`src/rtl/fp_issue_ctrl.sv`:
```
// fp_issue_ctrl
//   Issue and writeback sequencer for the multi-cycle FPU, sitting beside the
//   ID stage control. Tracks the single outstanding FPU op in a one-entry
//   scoreboard, stalls ID on structural / RAW / WAW hazards, drives the FPU
//   valid/ack handshake and steers the FPU result onto the FP or integer
//   register-file write port when that port is not taken by a higher-priority
//   writer (FP load or integer WB).
//
// Ports
//   clk, rst            clock, asynchronous active-high reset
//   id_*                ID stage instruction description (valid, flush, sources,
//                       destination, FPU-op flag)
//   kill                squash the in-flight FPU op
//   fpu_busy/fpu_done   FPU status; fpu_done held until fpu_ack
//   fpu_valid/fpu_ack   issue strobe / result-consumed strobe to the FPU
//   wb_fp_load          FP load owns the FP write port this cycle
//   wb_int_regwen       integer WB owns the integer write port this cycle
//   fpu_wb_en/fp/addr   FPU result write request
//   stall               ID stall (combinational)
//   pend_valid/pend_rd  scoreboard entry
//   busy_cycles         saturating count of non-IDLE cycles
//   fpu_timeout         sticky watchdog flag
module fp_issue_ctrl #(
  parameter int TIMEOUT = 64,
  parameter int CNT_W   = 16
) (
  input  logic             clk,
  input  logic             rst,
  input  logic             id_valid,
  input  logic             id_flush,
  input  logic             id_fpu_op,
  input  logic             id_rs1_fp,
  input  logic             id_rs2_fp,
  input  logic             id_rs3_fp,
  input  logic             id_rs1_en,
  input  logic             id_rs2_en,
  input  logic             id_rs3_en,
  input  logic [4:0]       id_rs1,
  input  logic [4:0]       id_rs2,
  input  logic [4:0]       id_rs3,
  input  logic             id_rd_en,
  input  logic             id_rd_fp,
  input  logic [4:0]       id_rd,
  input  logic             kill,
  input  logic             fpu_busy,
  input  logic             fpu_done,
  output logic             fpu_valid,
  output logic             fpu_ack,
  input  logic             wb_fp_load,
  input  logic             wb_int_regwen,
  output logic             fpu_wb_en,
  output logic             fpu_wb_fp,
  output logic [4:0]       fpu_wb_addr,
  output logic             stall,
  output logic             pend_valid,
  output logic [4:0]       pend_rd,
  output logic [CNT_W-1:0] busy_cycles,
  output logic             fpu_timeout
);

  localparam int WD_W = $clog2(TIMEOUT + 1);

  typedef enum logic [1:0] {
    S_IDLE  = 2'd0,
    S_BUSY  = 2'd1,
    S_WB    = 2'd2,
    S_DRAIN = 2'd3
  } state_e;

  state_e           state_q, state_d;
  logic             pend_valid_q, pend_valid_d;
  logic [4:0]       pend_rd_q, pend_rd_d;
  logic             pend_fp_q, pend_fp_d;
  logic [CNT_W-1:0] busy_cycles_q, busy_cycles_d;
  logic [WD_W-1:0]  wdog_q, wdog_d;
  logic             fpu_timeout_q, fpu_timeout_d;

  logic             live_s;
  logic             pend_hit_s;
  logic             src_hit_s;
  logic             dst_hit_s;
  logic             struct_hit_s;
  logic             stall_s;
  logic             issue_s;
  logic             port_free_s;
  logic             fpu_ack_s;
  logic             wb_en_s;
  logic             wb_fp_s;
  logic [4:0]       wb_addr_s;

  // Register reference against the scoreboard entry.
  function automatic logic reg_match(input logic       en,
                                     input logic       fp,
                                     input logic [4:0] addr,
                                     input logic       pfp,
                                     input logic [4:0] prd,
                                     input logic       live_entry);
    return en && (fp == pfp) && (addr == prd) && live_entry;
  endfunction

  // Hazard detection and issue decision.
  always_comb begin
    live_s       = id_valid && !id_flush;
    // An integer x0 entry is never a real dependency.
    pend_hit_s   = pend_valid_q && !(!pend_fp_q && (pend_rd_q == 5'd0));
    src_hit_s    = reg_match(id_rs1_en, id_rs1_fp, id_rs1, pend_fp_q, pend_rd_q, pend_hit_s) ||
                   reg_match(id_rs2_en, id_rs2_fp, id_rs2, pend_fp_q, pend_rd_q, pend_hit_s) ||
                   reg_match(id_rs3_en, id_rs3_fp, id_rs3, pend_fp_q, pend_rd_q, pend_hit_s);
    dst_hit_s    = reg_match(id_rd_en, id_rd_fp, id_rd, pend_fp_q, pend_rd_q, pend_hit_s);
    struct_hit_s = id_fpu_op && ((state_q != S_IDLE) || fpu_busy);
    stall_s      = live_s && (src_hit_s || dst_hit_s || struct_hit_s);
    issue_s      = live_s && id_fpu_op && (state_q == S_IDLE) && !fpu_busy && !stall_s;
  end

  // Next-state, scoreboard update and handshake/writeback outputs.
  always_comb begin
    state_d      = state_q;
    pend_valid_d = pend_valid_q;
    pend_rd_d    = pend_rd_q;
    pend_fp_d    = pend_fp_q;
    fpu_ack_s    = 1'b0;
    wb_en_s      = 1'b0;
    wb_fp_s      = 1'b0;
    wb_addr_s    = 5'd0;
    port_free_s  = pend_fp_q ? !wb_fp_load : !wb_int_regwen;

    case (state_q)
      S_IDLE: begin
        if (issue_s) begin
          state_d      = S_BUSY;
          pend_rd_d    = id_rd;
          pend_fp_d    = id_rd_fp;
          pend_valid_d = id_rd_en && !(!id_rd_fp && (id_rd == 5'd0));
        end else begin
          state_d = S_IDLE;
        end
      end
      S_BUSY: begin
        // kill wins over a same-cycle fpu_done: the result is drained unwritten.
        if (kill) begin
          state_d      = S_DRAIN;
          pend_valid_d = 1'b0;
        end else if (fpu_done) begin
          state_d = S_WB;
        end else begin
          state_d = S_BUSY;
        end
      end
      S_WB: begin
        if (kill) begin
          fpu_ack_s    = 1'b1;
          pend_valid_d = 1'b0;
          state_d      = S_IDLE;
        end else if (!pend_valid_q) begin
          fpu_ack_s = 1'b1;
          state_d   = S_IDLE;
        end else if (port_free_s) begin
          wb_en_s      = 1'b1;
          wb_fp_s      = pend_fp_q;
          wb_addr_s    = pend_rd_q;
          fpu_ack_s    = 1'b1;
          pend_valid_d = 1'b0;
          state_d      = S_IDLE;
        end else begin
          state_d = S_WB;
        end
      end
      S_DRAIN: begin
        fpu_ack_s = fpu_done;
        if (fpu_done) begin
          state_d = S_IDLE;
        end else begin
          state_d = S_DRAIN;
        end
      end
      default: begin
        state_d      = S_IDLE;
        pend_valid_d = 1'b0;
      end
    endcase
  end

  // Perf counter and watchdog.
  always_comb begin
    if ((state_q != S_IDLE) && (busy_cycles_q != {CNT_W{1'b1}})) begin
      busy_cycles_d = busy_cycles_q + CNT_W'(1);
    end else begin
      busy_cycles_d = busy_cycles_q;
    end

    if ((state_q == S_BUSY) || (state_q == S_DRAIN)) begin
      if (wdog_q == WD_W'(TIMEOUT)) begin
        wdog_d = wdog_q;
      end else begin
        wdog_d = wdog_q + WD_W'(1);
      end
    end else begin
      wdog_d = {WD_W{1'b0}};
    end

    fpu_timeout_d = fpu_timeout_q || (wdog_d == WD_W'(TIMEOUT));
  end

  // State and scoreboard registers.
  always_ff @(posedge clk or posedge rst) begin
    if (rst) begin
      state_q       <= S_IDLE;
      pend_valid_q  <= 1'b0;
      pend_rd_q     <= 5'd0;
      pend_fp_q     <= 1'b0;
      busy_cycles_q <= {CNT_W{1'b0}};
      wdog_q        <= {WD_W{1'b0}};
      fpu_timeout_q <= 1'b0;
    end else begin
      state_q       <= state_d;
      pend_valid_q  <= pend_valid_d;
      pend_rd_q     <= pend_rd_d;
      pend_fp_q     <= pend_fp_d;
      busy_cycles_q <= busy_cycles_d;
      wdog_q        <= wdog_d;
      fpu_timeout_q <= fpu_timeout_d;
    end
  end

  assign fpu_valid   = issue_s;
  assign fpu_ack     = fpu_ack_s;
  assign fpu_wb_en   = wb_en_s;
  assign fpu_wb_fp   = wb_fp_s;
  assign fpu_wb_addr = wb_addr_s;
  assign stall       = stall_s;
  assign pend_valid  = pend_valid_q;
  assign pend_rd     = pend_rd_q;
  assign busy_cycles = busy_cycles_q;
  assign fpu_timeout = fpu_timeout_q;

endmodule

```
`config.mk`:
```
export PLATFORM = sky130hd
export DESIGN_NAME = fp_issue_ctrl
export DESIGN_NICKNAME = d
export VERILOG_FILES = /design/src/rtl/fp_issue_ctrl.sv
export SDC_FILE = /design/constraint.sdc
export NUM_CORES = 1
export LEC_CHECK = 0
export CAP_MARGIN = 10
export CELL_PAD_IN_SITES_DETAIL_PLACEMENT = 0
export CELL_PAD_IN_SITES_GLOBAL_PLACEMENT = 2
export CORE_MARGIN = 2
export CORE_UTILIZATION = 27
export CTS_BUF_LIST = sky130_fd_sc_hd__clkbuf_16
export CTS_CLUSTER_SIZE = 24
export DETAILED_ROUTE_END_ITERATION = 12
export PLACE_DENSITY = 0.89
export SYNTH_ARGS = -nofsm -noshare
export SYNTH_HDL_FRONTEND = slang
export SYNTH_SLANG_ARGS = --single-unit
```
`constraint.sdc`:
```
create_clock -name clk -period 2.5 [get_ports clk]
set_clock_uncertainty 0.2 [all_clocks]
set_input_delay 0.5 -clock clk [delete_from_list [all_inputs] [get_ports clk]]
set_output_delay 0.5 -clock clk [all_outputs]
set_load 0.01 [all_outputs]
```
# Word level (Yosys, flattened, before mapping)
# Cells that the tools add are included.
[totals]
ff_bits = 33
input_bits = 38
[op_classes]
addsub = 2
n_eq_ne = 16
mux = 32
n_reduce_logical = 47
[ops]
columns = ["cell", "count"]
rows = [
  ["$logic_and A1 B1 Y1", 24],
  ["$eq A5 B5 Y1", 4],
  ["$mux W5", 4],
  ["$mux W1", 17],
  ["$add A16 B1 Y16 const B", 1],
  ["$ne A16 B16 Y1 const B", 1],
  ["$eq A7 B7 Y1 const B", 2],
  ["$mux W7", 2],
  ["$mux W2", 6],
  ["$logic_not A5 Y1", 2],
  ["$logic_not A1 Y1", 9],
  ["$pmux W2 S4", 1],
  ["$add A7 B1 Y7 const B", 1],
  ["$logic_or A1 B1 Y1", 7],
  ["$eq A1 B1 Y1", 4],
  ["$eq A2 B2 Y1 const B", 2],
  ["$ne A2 B2 Y1 const B", 2],
  ["$pmux W1 S3", 1],
  ["$reduce_and A3 Y1", 1],
  ["$reduce_bool A3 Y1", 1],
  ["$eq A2 B1 Y1 const B", 1],
  ["$logic_not A2 Y1", 1],
  ["$pmux W1 S2", 1],
  ["$reduce_and A2 Y1", 1],
  ["$reduce_bool A2 Y1", 1],
]

# Longest topological paths before layout
# Gate-level depths: netlist of the first run.
[logic_depth]
depth_word = 14
depth_mapped = 9

# Worst setup path after synthesis of the first run
# Ideal clock, no wire load.
[synth_path]
path_type = "reg2out"
from = "register pend_rd_q[3], in the netlist pend_rd[3]"
to = "output fpu_valid"
t_arrival_ns = 1.769
path_slack_ns = 0.031
path_stages_with_launch = 7
cell_sequence = "dfrtp_1 -> buf_4 -> or4_1 -> o311a_1 -> a21o_1 -> buf_6 -> inv_1"
[synth_between]
elab_chain_cells = 12
[synth_rtl]
columns = ["item", "line", "text"]
rows = [
  ["start, declared", "72", "logic [4:0] pend_rd_q, pend_rd_d;"],
  ["start signal, assigned", "217", "pend_rd_q <= pend_rd_d;"],
  ["$logic_not A5 Y1", "105", "pend_hit_s = pend_valid_q && !(!pend_fp_q && (pend_rd_q == 5'd0));"],
  ["$logic_and A1 B1 Y1", "105", ""],
  ["$logic_not A1 Y1", "105", ""],
  ["$logic_and A1 B1 Y1", "105", ""],
  ["$logic_and A1 B1 Y1", "98", "return en && (fp == pfp) && (addr == prd) && live_entry;"],
  ["$logic_or A1 B1 Y1", "106", "src_hit_s = reg_match(id_rs1_en, id_rs1_fp, id_rs1, pend_fp_q, pend_rd_q, pend_hit_s) ||"],
  ["$logic_or A1 B1 Y1", "107", "reg_match(id_rs2_en, id_rs2_fp, id_rs2, pend_fp_q, pend_rd_q, pend_hit_s) ||"],
  ["$logic_or A1 B1 Y1 * (2 in series)", "111", "stall_s = live_s && (src_hit_s || dst_hit_s || struct_hit_s);"],
  ["$logic_and A1 B1 Y1 *", "111", ""],
  ["$logic_not A1 Y1 *", "112", "issue_s = live_s && id_fpu_op && (state_q == S_IDLE) && !fpu_busy && !stall_s;"],
  ["$logic_and A1 B1 Y1 *", "112", ""],
  ["end, declared", "47", "output logic fpu_valid,"],
]
# Every way passes the cells marked *; elsewhere a longest branch is shown, timed or not.

# Final worst setup path of the first run
[layout_path]
from = "register pend_fp_q"
to = "output fpu_valid"
[layout_between]
elab_chain_cells = 12
[layout_rtl]
columns = ["item", "line", "text"]
rows = [
  ["start, declared", "73", "logic pend_fp_q, pend_fp_d;"],
  ["start signal, assigned", "218", "pend_fp_q <= pend_fp_d;"],
  ["$logic_not A1 Y1", "105", ""],
  ["$logic_and A1 B1 Y1", "105", ""],
  ["$logic_not A1 Y1", "105", ""],
  ["$logic_and A1 B1 Y1", "105", ""],
  ["$logic_and A1 B1 Y1", "98", ""],
  ["$logic_or A1 B1 Y1", "106", ""],
  ["$logic_or A1 B1 Y1", "107", ""],
  ["$logic_or A1 B1 Y1 * (2 in series)", "111", ""],
  ["$logic_and A1 B1 Y1 *", "111", ""],
  ["$logic_not A1 Y1 *", "112", ""],
  ["$logic_and A1 B1 Y1 *", "112", ""],
]
# Marks and branches as above.

==> flow_summary.toml, run 1 <==
[global_routing]
grt_pass1_vias = 1901
antenna_found_initial = 0
grt-ovfl-total = 0
grt_max_degree = 34
track_usage_pct = 13.01
grt_pass1_wl_microns = 8949

[logic_synthesis]
synthArstFlopShare_pct = 100.0
yosysSeqAreaShare_pct = 39.03
syn_inst = 213
synth_flop_cell = "dfrtp_1"
synth_warnings = 0
synth_edf_count = 0
syn_nets = 260
synth_cell_types = 43
synth_seq_cells = 33
syn_area_per_cell_sq_um = 9.933
syn_area_sq_um = 2116

[finish]
fillers = 748
ff_latch_area_sq_um = 832.0
diodes = 0
layout.nets = 361
final_area_sq_um = 3289
drive_gt1_share_pct = 21.59
synthToLayoutAreaGrowth_pct = 55.47
final_core_util_pct = 43.01
multi_input_area_sq_um = 1202

[cts]
clk_path_buf_depth = 2
cts_sinks = 33
root_buffer = "clkbuf_16"
clk_latency_ns = 0.28
clk_pin_slew_ns = 0.05
htree_levels = 2
cts_tree = "built"
cts_hold_buffers = 0
cts_made_buffers = 5

[drt]
ant_nets = 0
drc = 0
drt-total-wl_microns = 5399
drtPass1Iterations = 4
viasPerCell = 4.412
drt-wirelength-per-cell_microns = 12.95
drtIter0Drc = 60
num_vias = 1840

[flow_run]
maxCapViolations = 0

[sta]
setup_viol = 2
slew_viol_final = 0
final.min_clock_period_ns = 2.791
max_clock_freq_mhz = 358.3
rsz0062_at_grt = "yes"
setup_ws_ns = -0.2912
worst_pin_slew_ns = 0.4463
maxSlewHeadroom_pct = 69.85
timing.final.hold_violations = 0
fin_crit_sh_pct = 111.6

[worst_setup_path]
slowest_stage = "or4_4"
r2r_cells = 6
worstPathRequired_ns = 1.80
path_class = "reg2out"
cp_cell_sequence = "buf_12 > or4_4 > o311a_1 > a21o_1 > inv_2 > buf_6"
worst-path-stages = 6
crit_buf_inv = 3
critPathLaunchType = "register"
max_stage_delay_ns = 0.47
worstSetupEndpointType = "output port"
critPathMaxFanout = 5
cp.arrival_ns = 2.09
path_delay_family = "compound AO/OA/AOI/OAI gates"

[min_path]
min_path_type = "reg2reg"
whs_path_depth = 1

[place]
dpl.hpwl_microns = 4130
routabilityCongestion = 0.8091
port_buffers = 70
dpl_cell_area_sq_um = 3075

[pwr]
power_w = 0.002060
powerDensity_nw_per_um2 = 626.2
p_leak_nw = 1.443
vdd_ir_drop_max_v = 0.0003182

[outcome]
violations = "negative setup slack"
outcome = "finished, violations left"

[floorplanning]
die_height_microns = 92.52
die_area_sq_um = 8560
core_sq_um = 7647
initial_core_util_pct = 27.67
row_count = 32
die_w_microns = 92.52
ioPinCount = 71
-- timing repair --
| action | 4_1_cts | 5_1_grt |
|---|---|---|
| setup buffers | 7 | 1 |
| resized for setup | 65 | 10 |
| cloned | 0 | 0 |
| endpoints found under the setup margin | 10 | 13 |
| pin swaps | 12 | 5 |
-- final timing paths --
kind	from	end	slack, ns
hold reg to reg	fpu_timeout	fpu_timeout	0.27
hold / removal	fpu_timeout	fpu_timeout	0.27
min in group asynchronous	rst	state_q[0]	0.42
setup / recovery	pend_fp_q	fpu_valid	-0.29
max in group asynchronous	rst	pend_rd[1]	1.35
setup reg to reg	pend_fp_q	pend_rd[1]	0.05
-- synth_stat cells (all sizes together) (2+ instances only) --
library cell | count | area [sq um]
nor2 | 16 | 60.06
a31oi | 2 | 12.51
or4 | 3 | 22.52
nand2b | 2 | 12.51
o21ai | 4 | 20.02
o31ai | 2 | 15.01
nand2 | 11 | 41.29
ha | 9 | 112.6
nand4 | 8 | 50.05
and3 | 2 | 12.51
and2 | 6 | 37.54
inv | 11 | 41.29
buf | 7 | 60.06
xnor2 | 26 | 227.7
dfrtp | 33 | 825.8
a21oi | 3 | 15.01
nor3 | 3 | 15.01
nand3 | 12 | 60.06
a21o | 2 | 15.01
nor2b | 2 | 12.51
mux2 | 8 | 112.6
nor4 | 5 | 31.28
xor2 | 18 | 157.7
-- per-layer routing --
| metal | up-vias | share of wire (%) | global-route usage, % |
|---|---|---|---|
| met4 | 0 | 0.70 | 4.229 |
| met2 | 40 | 48 | 21.84 |
| met5 | - | 0 | 0 |
| met1 | 856 | 46 | 16.21 |
| li1 | 940 | - | - |
| met3 | 4 | 5.3 | 3.499 |
-- flip-flops by register name, indices dropped and copies added, names as in the netlist --
register / count
wdog_q: 7
pend_valid: 1
pend_fp_q: 1
state_q: 2
pend_rd: 5
busy_cycles: 16
fpu_timeout: 1
-- logic make-up after synthesis --
| kind of cell | after synthesis | share of synthesized area, % |
|---|---|---|
| simple gates | 77 | 19.46 |
| xor+xnor | 44 | 18.21 |
| compound gates | 22 | 7.215 |
| mux | 9 | 5.796 |
| flops | 33 | 39.03 |
| fa+ha+maj | 9 | 5.322 |
| buf+inv | 19 | 4.967 |
-- cells in the final DEF (no fill, tap or decap), types with 2 or more instances in the layout --
cell             count
a21oi_1              3
nor2_1              15
buf_2                6
mux2_4               7
o21ai_0              3
nand2_1             11
and2_1               5
nor2b_1              2
or4_1                2
nor3_1               3
xnor2_1             26
nor4_1               5
o31ai_1              2
nand3_1             12
nand4_1              8
clkbuf_16            5
dfrtp_1             28
dfrtp_2              5
inv_1               10
buf_4               30
xor2_1              18
a21o_1               2
bufinv_16            2
clkdlybuf4s50_1     38
nand2b_1             2
dlygate4sd2_1       23
ha_1                 9
a31oi_1              2
buf_6                3
and3_1               2
-- per-stage QoR --
stage,instances,setup WS (ns),hold WS (ns),TNS [ns]
final,417,-0.2912,0.2702,-0.4937
after global routing,417,-0.3477,0.3102,-0.6761
after CTS,418,-0.2395,0.2728,-0.4276
after detailed placement,403,-0.7924,0.2606,-5.315
after global placement,403,-0.7920,0.2547,-5.171
after floorplan,213,0.03138,0.3117,0
-- report_power, final --
| group | internal [W] | switching, W |
|---|---|---|
| clock | 0.000569 | 0.000227 |
| sequential | 0.000600 | 0.000120 |
| combinational | 0.000351 | 0.000194 |
-- area by class of cell --
cell class	count	share of cell area, %
multi-input combinational	161	36.55
sequential	33	25.29
inverter	11	1.255
tap	102	3.880
clock buffer	5	3.804
timing repair buffer	102	27.23
clock inverter	3	1.978
Note: power is estimated with default switching activity, not from simulation.
==> run 2, diff against run 1 <==
==> config.mk (replaced) <==
export PLATFORM = sky130hd
export DESIGN_NAME = fp_issue_ctrl
export DESIGN_NICKNAME = d
export VERILOG_FILES = /design/src/rtl/fp_issue_ctrl.sv
export SDC_FILE = /design/constraint.sdc
export NUM_CORES = 1
export LEC_CHECK = 0
export ABC_CLOCK_PERIOD_IN_PS = 2500
export CAP_MARGIN = 10
export CELL_PAD_IN_SITES_DETAIL_PLACEMENT = 1
export CELL_PAD_IN_SITES_GLOBAL_PLACEMENT = 1
export CORE_MARGIN = 3
export CORE_UTILIZATION = 34
export CTS_BUF_LIST = sky130_fd_sc_hd__clkbuf_16
export CTS_CLUSTER_SIZE = 24
export DETAILED_ROUTE_END_ITERATION = 12
export PLACE_DENSITY = 0.9
export SYNTH_ARGS = -nofsm -noshare
export SYNTH_HDL_FRONTEND = slang
export SYNTH_SLANG_ARGS = --single-unit
==> run 2 against run 1 <==
Against the previous run: the flow still finishes with violations (negative setup slack); clock power down 28%; via count increased by 10%; sequential cell count unchanged; power decreased by 8.0%; critical path depth up 1; first-iteration DRC count is 23% higher; sequential share of layout area rose by 0.23 points; utilization is 11 points higher; wire length grew 32%; hold slack improved by 0.011 ns; die area down 16%; non-clock buffer count grew 2.
==> flow_summary.toml, run 2 (synthesis gave the netlist of run 1 again) <==
[global_routing]
antenna_found_initial = 0
track_usage_pct = 21.02
grt_util_met1_pct = 20.60
grt-ovfl-total = 0
grt_use_met2_pct = 41.21
grt_pass1_vias = 2433
grt_max_degree = 34
use_met3_pct = 5.534
grt_pass1_wl_microns = 11870
busiest_layer = "met2"

[floorplanning]
initial_core_util_pct = 35.32
die_w_microns = 84.89
row_count = 28
die_height_microns = 84.89
die_area_sq_um = 7205
ioPinCount = 71
core_sq_um = 5991

[pwr]
pwr-share-comb_pct = 31.2
p_sw_share_pct = 30.55
p_clk_share_pct = 30.4
vdd_ir_drop_max_v = 0.0003900
intPower_w = 0.001317
pwr-share-seq_pct = 38.4
switchingPower_w = 0.0005791
p_leak_nw = 1.446
powerDensity_nw_per_um2 = 580.8

[place]
dpl.hpwl_microns = 5317
port_buffers = 70
dpl_cell_area_sq_um = 3072
routabilityCongestion = 0.8372
dp_worst_setup_slack_ns = -0.8347

[flow_run]
maxCapViolations = 0

[finish]
largest_reg_flops = 16
final_common_cell = "clkdlybuf4s50_1"
final_area_sq_um = 3264
final_core_util_pct = 54.49
layout.nets = 363
diodes = 0
drive_gt1_share_pct = 24.92
synthToLayoutAreaGrowth_pct = 54.29
layout_common_cells = "clkdlybuf4s50_1 (34), buf_4 (32), dfrtp_1 (27)"

[cts]
cts_made_buffers = 5
htree_levels = 2
clk_pin_slew_ns = 0.05
cts_hold_buffers = 0
cts_sinks = 33
clk_path_buf_depth = 2
cts_tree = "built"
clk_latency_ns = 0.28
root_buffer = "clkbuf_16"

[sta]
timing.final.hold_violations = 0
max_clock_freq_mhz = 363.1
rsz0062_at_grt = "yes"
maxSlewHeadroom_pct = 67.11
slew_viol_final = 0
fin_crit_sh_pct = 110.2
final.min_clock_period_ns = 2.754
setup_ws_ns = -0.2540
worst_pin_slew_ns = 0.4870
setup_viol = 2

[drt]
num_vias = 2030
viasPerCell = 5.179
drtPass1Iterations = 4
drt-wirelength-per-cell_microns = 18.12
ant_nets = 0
drtIter0Drc = 74
drc = 0
drt-total-wl_microns = 7103

[worst_setup_path]
cp.arrival_ns = 2.05
path_class = "reg2out"
worstSetupEndpointType = "output port"
critPathLaunchType = "register"
critPathMaxFanout = 6
worstPathRequired_ns = 1.80

[min_path]
min_path_type = "reg2reg"

[outcome]
violations = "negative setup slack"
outcome = "finished, violations left"
run 2: cell count changes in the layout (fill, tap and decap cells not counted), sizes merged:
cell	previous run	this run
clkdlybuf4s15	0	1
bufinv	2	0
dlygate4sd2	23	25
buf	40	37
clkdlybuf4s50	38	34
clkbuf	6	11
dlymetal6s2s	0	1
clkinv	1	3
run 2: routing by layer:
layer,up-vias,share of wire (%)
li1,942,-
met1,1005,35
met2,66,57
met3,17,5.1
met4,0,2.5
met5,-,0
run 2: layout make-up:
type | count | area, sq um
clock inverter | 3 | 12.51
clock buffer | 5 | 125.1
multi-input combinational | 161 | 1261
timing repair buffer | 104 | 897.1
fill | 673 | 2726
tap | 75 | 93.84
sequential | 33 | 833.3
inverter | 11 | 41.29
run 2: final timing paths:
path / startpoint / slack, ns / endpoint / cells after the start
max: pend_rd[0] / -0.25 / fpu_valid / 7
min: fpu_timeout / 0.28 / fpu_timeout / 1
max reg2reg: pend_rd[0] / 0.08 / pend_rd[4] / 7
min reg2reg: fpu_timeout / 0.28 / fpu_timeout / 1
max in group asynchronous: rst / 1.35 / pend_rd[0] / 3
min in group asynchronous: rst / 0.42 / wdog_q[6] / 3
run 2: what timing repair did:
item | CTS | global route
endpoints found under the setup margin | 16 | 17
setup buffers | 5 | 1
resized for setup | 74 | 12
pin swaps | 16 | 4
run 2: critical path: stages, from the launching register on:
cell	delay (ns)
dfrtp_2	0.48
xnor2_1	0.18
nand4_1	0.14
nor4_2	0.06
or4_4	0.54
a21o_1	0.20
inv_2	0.07
buf_6	0.10
run 2: metrics by stage:
stage	total power [W]	hold slack, ns	instances	setup TNS [ns]
finish	0.001896	0.2812	392	-0.4646
global route	0.001992	0.3236	392	-0.5264
CTS	0.001896	0.2937	393	-0.3619
detailed placement	0.001277	0.2817	380	-6.704
global placement	0.001244	0.2550	380	-5.477
floorplan	0.0009745	0.3117	213	0
run 2: power by group through the flow:
stage | logic (W) | registers (W) | clock network [W]
5_1_grt | 0.000639 | 0.000745 | 0.000608
3_5_place_dp | 0.000542 | 0.000734 | 0
2_1_floorplan | 0.000285 | 0.000689 | 0
6_report | 0.000592 | 0.000727 | 0.000576
3_3_place_gp | 0.000512 | 0.000732 | 0
4_1_cts | 0.000584 | 0.000725 | 0.000587
==> run 3, diff against run 2 <==
==> config.mk (replaced) <==
export PLATFORM = sky130hd
export DESIGN_NAME = fp_issue_ctrl
export DESIGN_NICKNAME = d
export VERILOG_FILES = /design/src/rtl/fp_issue_ctrl.sv
export SDC_FILE = /design/constraint.sdc
export NUM_CORES = 1
export LEC_CHECK = 0
export ABC_CLOCK_PERIOD_IN_PS = 3500
export CAP_MARGIN = 10
export CELL_PAD_IN_SITES_DETAIL_PLACEMENT = 1
export CELL_PAD_IN_SITES_GLOBAL_PLACEMENT = 1
export CORE_MARGIN = 3
export CORE_UTILIZATION = 37
export CTS_BUF_LIST = sky130_fd_sc_hd__clkbuf_16
export CTS_CLUSTER_SIZE = 24
export DETAILED_ROUTE_END_ITERATION = 12
export PLACE_DENSITY = 0.95
export SLEW_MARGIN = 40
export SYNTH_ARGS = -nofsm -noshare
export SYNTH_HDL_FRONTEND = slang
export SYNTH_SLANG_ARGS = --single-unit
==> constraint.sdc (replaced) <==
create_clock -name clk -period 3.5 [get_ports clk]
set_clock_uncertainty 0.2 [all_clocks]
set_input_delay 0.7 -clock clk [delete_from_list [all_inputs] [get_ports clk]]
set_output_delay 0.7 -clock clk [all_outputs]
set_load 0.01 [all_outputs]
==> run 3 against run 2 <==
Against the previous run: the flow now finishes without violations; critical path depth is the same; global-route usage grew 1.9 points; wire length grew 8.7%; power shrank 32%; register-to-register slack gained 0.77 ns; via count shrank 4.7%; cell count shrank 7.4%; first-iteration DRC count shrank 2.7%; largest cell class unchanged; highest routed layer unchanged.
==> flow_summary.toml, run 3 (synthesis gave the netlist of run 1 again) <==
[min_path]
min_path_type = "reg2reg"
hold_path.startpoint = "fpu_timeout"
min_to = "fpu_timeout"
whs_path_depth = 1

[finish]
drive_gt1_share_pct = 9.898
final_cells = 363
diodes = 0
final_area_sq_um = 3060
synthToLayoutAreaGrowth_pct = 44.65
layout_common_cells = "clkdlybuf4s50_1 (68), dfrtp_1 (33), xnor2_1 (26)"
largest_reg_flops = 16
final_common_cell = "clkdlybuf4s50_1"
final_core_util_pct = 57.72
layout.nets = 339
fillers = 588

[cts]
clk_path_buf_depth = 2
clk_latency_ns = 0.28
htree_levels = 2
cts_sinks = 33
root_buffer = "clkbuf_16"
cts_made_buffers = 5
cts_tree = "built"
clk_pin_slew_ns = 0.05
post_cts_buffers = 0

[drt]
drt-total-wl_microns = 7720
num_vias = 1934
drc = 0
drt-wirelength-per-cell_microns = 21.27
drtPass1Iterations = 4
ant_nets = 0
drtIter0Drc = 72
viasPerCell = 5.328

[global_routing]
grt_max_degree = 34
track_usage_pct = 22.89
antenna_found_initial = 0
grt_pass1_vias = 2137
grt-ovfl-total = 0
grt_pass1_wl_microns = 11200

[worst_setup_path]
critPathMaxFanout = 2
cp.arrival_ns = 2.56
critPathLaunchType = "primary input"
r2r-start = "wdog_q[0]"
max_stage_delay_ns = 0.53
r2r_cells = 8
cp_cell_sequence = "clkdlybuf4s50_1 > xor2_1 > nor4_1 > or4_4 > a21o_1 > inv_1 > clkdlybuf4s15_1"
worstPathRequired_ns = 2.60
worstSetupEndpointType = "output port"
r2r_setup_slack_ns = 0.85
slowest_stage = "or4_4"
r2r-end = "fpu_timeout"
path_class = "in2out"

[floorplanning]
ioPinCount = 71
die_w_microns = 81.62
row_count = 26
initial_core_util_pct = 39.90
die_height_microns = 81.62
core_sq_um = 5303
die_area_sq_um = 6662

[sta]
timing.final.hold_violations = 0
max_clock_freq_mhz = 288.9
worst_pin_slew_ns = 0.7486
fin_crit_sh_pct = 98.88
final.min_clock_period_ns = 3.461
maxSlewHeadroom_pct = 49.39
setup_viol = 0
slew_viol_final = 0

[pwr]
p_leak_nw = 1.258
powerDensity_nw_per_um2 = 421.5
vdd_ir_drop_max_v = 0.0003416

[place]
dpl_cell_area_sq_um = 2915
port_buffers = 70
dpl.hpwl_microns = 5412
routabilityCongestion = 0.8583
placed_cells = 355

[outcome]
outcome = "finished clean"

[flow_run]
maxCapViolations = 0
-- run 3: worst max path at each step --
stage	start	slack, ns	cells after the start	endpoint
detailed placement	id_rd[0]	-0.19	8	fpu_valid
global route	id_rd[1]	-0.04	7	fpu_valid
finish	id_rd[1]	0.04	7	fpu_valid
global placement	id_rs3[0]	-0.13	8	fpu_valid
floorplan	id_rs3[0]	0.74	7	fpu_valid
CTS	id_rs3_fp	0.03	7	fpu_valid
-- run 3: metrics by stage --
step | worst slack (ns) | setup TNS [ns] | hold slack (ns) | total power [W]
after detailed placement | -0.1943 | -0.2958 | 0.2721 | 0.0008671
after global placement | -0.1329 | -0.1907 | 0.2586 | 0.0008469
after floorplan | 0.7368 | 0 | 0.3117 | 0.0006961
final | 0.03914 | 0 | 0.2855 | 0.001290
after global routing | -0.03850 | -0.05393 | 0.3084 | 0.001354
after CTS | 0.03234 | 0 | 0.2838 | 0.001288
-- run 3: repair_timing --
item | 4_1_cts | 5_1_grt
endpoints found under the setup margin | 2 | 6
resized for setup | 3 | 3
hold buffers | 0 | 0
-- run 3: worst max-delay path: cells and delay by family --
family / cells / cell delay, ns
buf+inv: 3 / 0.84
simple gates: 2 / 0.63
xor+xnor: 1 / 0.20
compound gates: 1 / 0.19
-- run 3: layout make-up --
type	count	area, sq um	area share (%)
Timing Repair Buffer	80	774.5	25.31
Inverter	11	41.29	1.349
Multi-Input combinational cell	161	1194	39.00
Sequential cell	33	825.8	26.98
Clock inverter	3	12.51	0.4088
Clock buffer	5	125.1	4.088
Tap cell	70	87.58	2.862
-- run 3: power by group --
part	switching, W	internal [W]	total (W)
Clock	0.000164	0.000257	0.000421
Sequential	0.000102	0.000425	0.000527
Combinational	0.000131	0.000211	0.000342
-- run 3: metal layers --
layer / track usage (%) / wire length, microns / vias up
li1: - / - / 891
met1: 26.31 / 3064 / 982
met2: 40.07 / 4182 / 44
met3: 6.689 / 244 / 17
met4: 8.638 / 228 / 0
met5: 0 / 0 / -
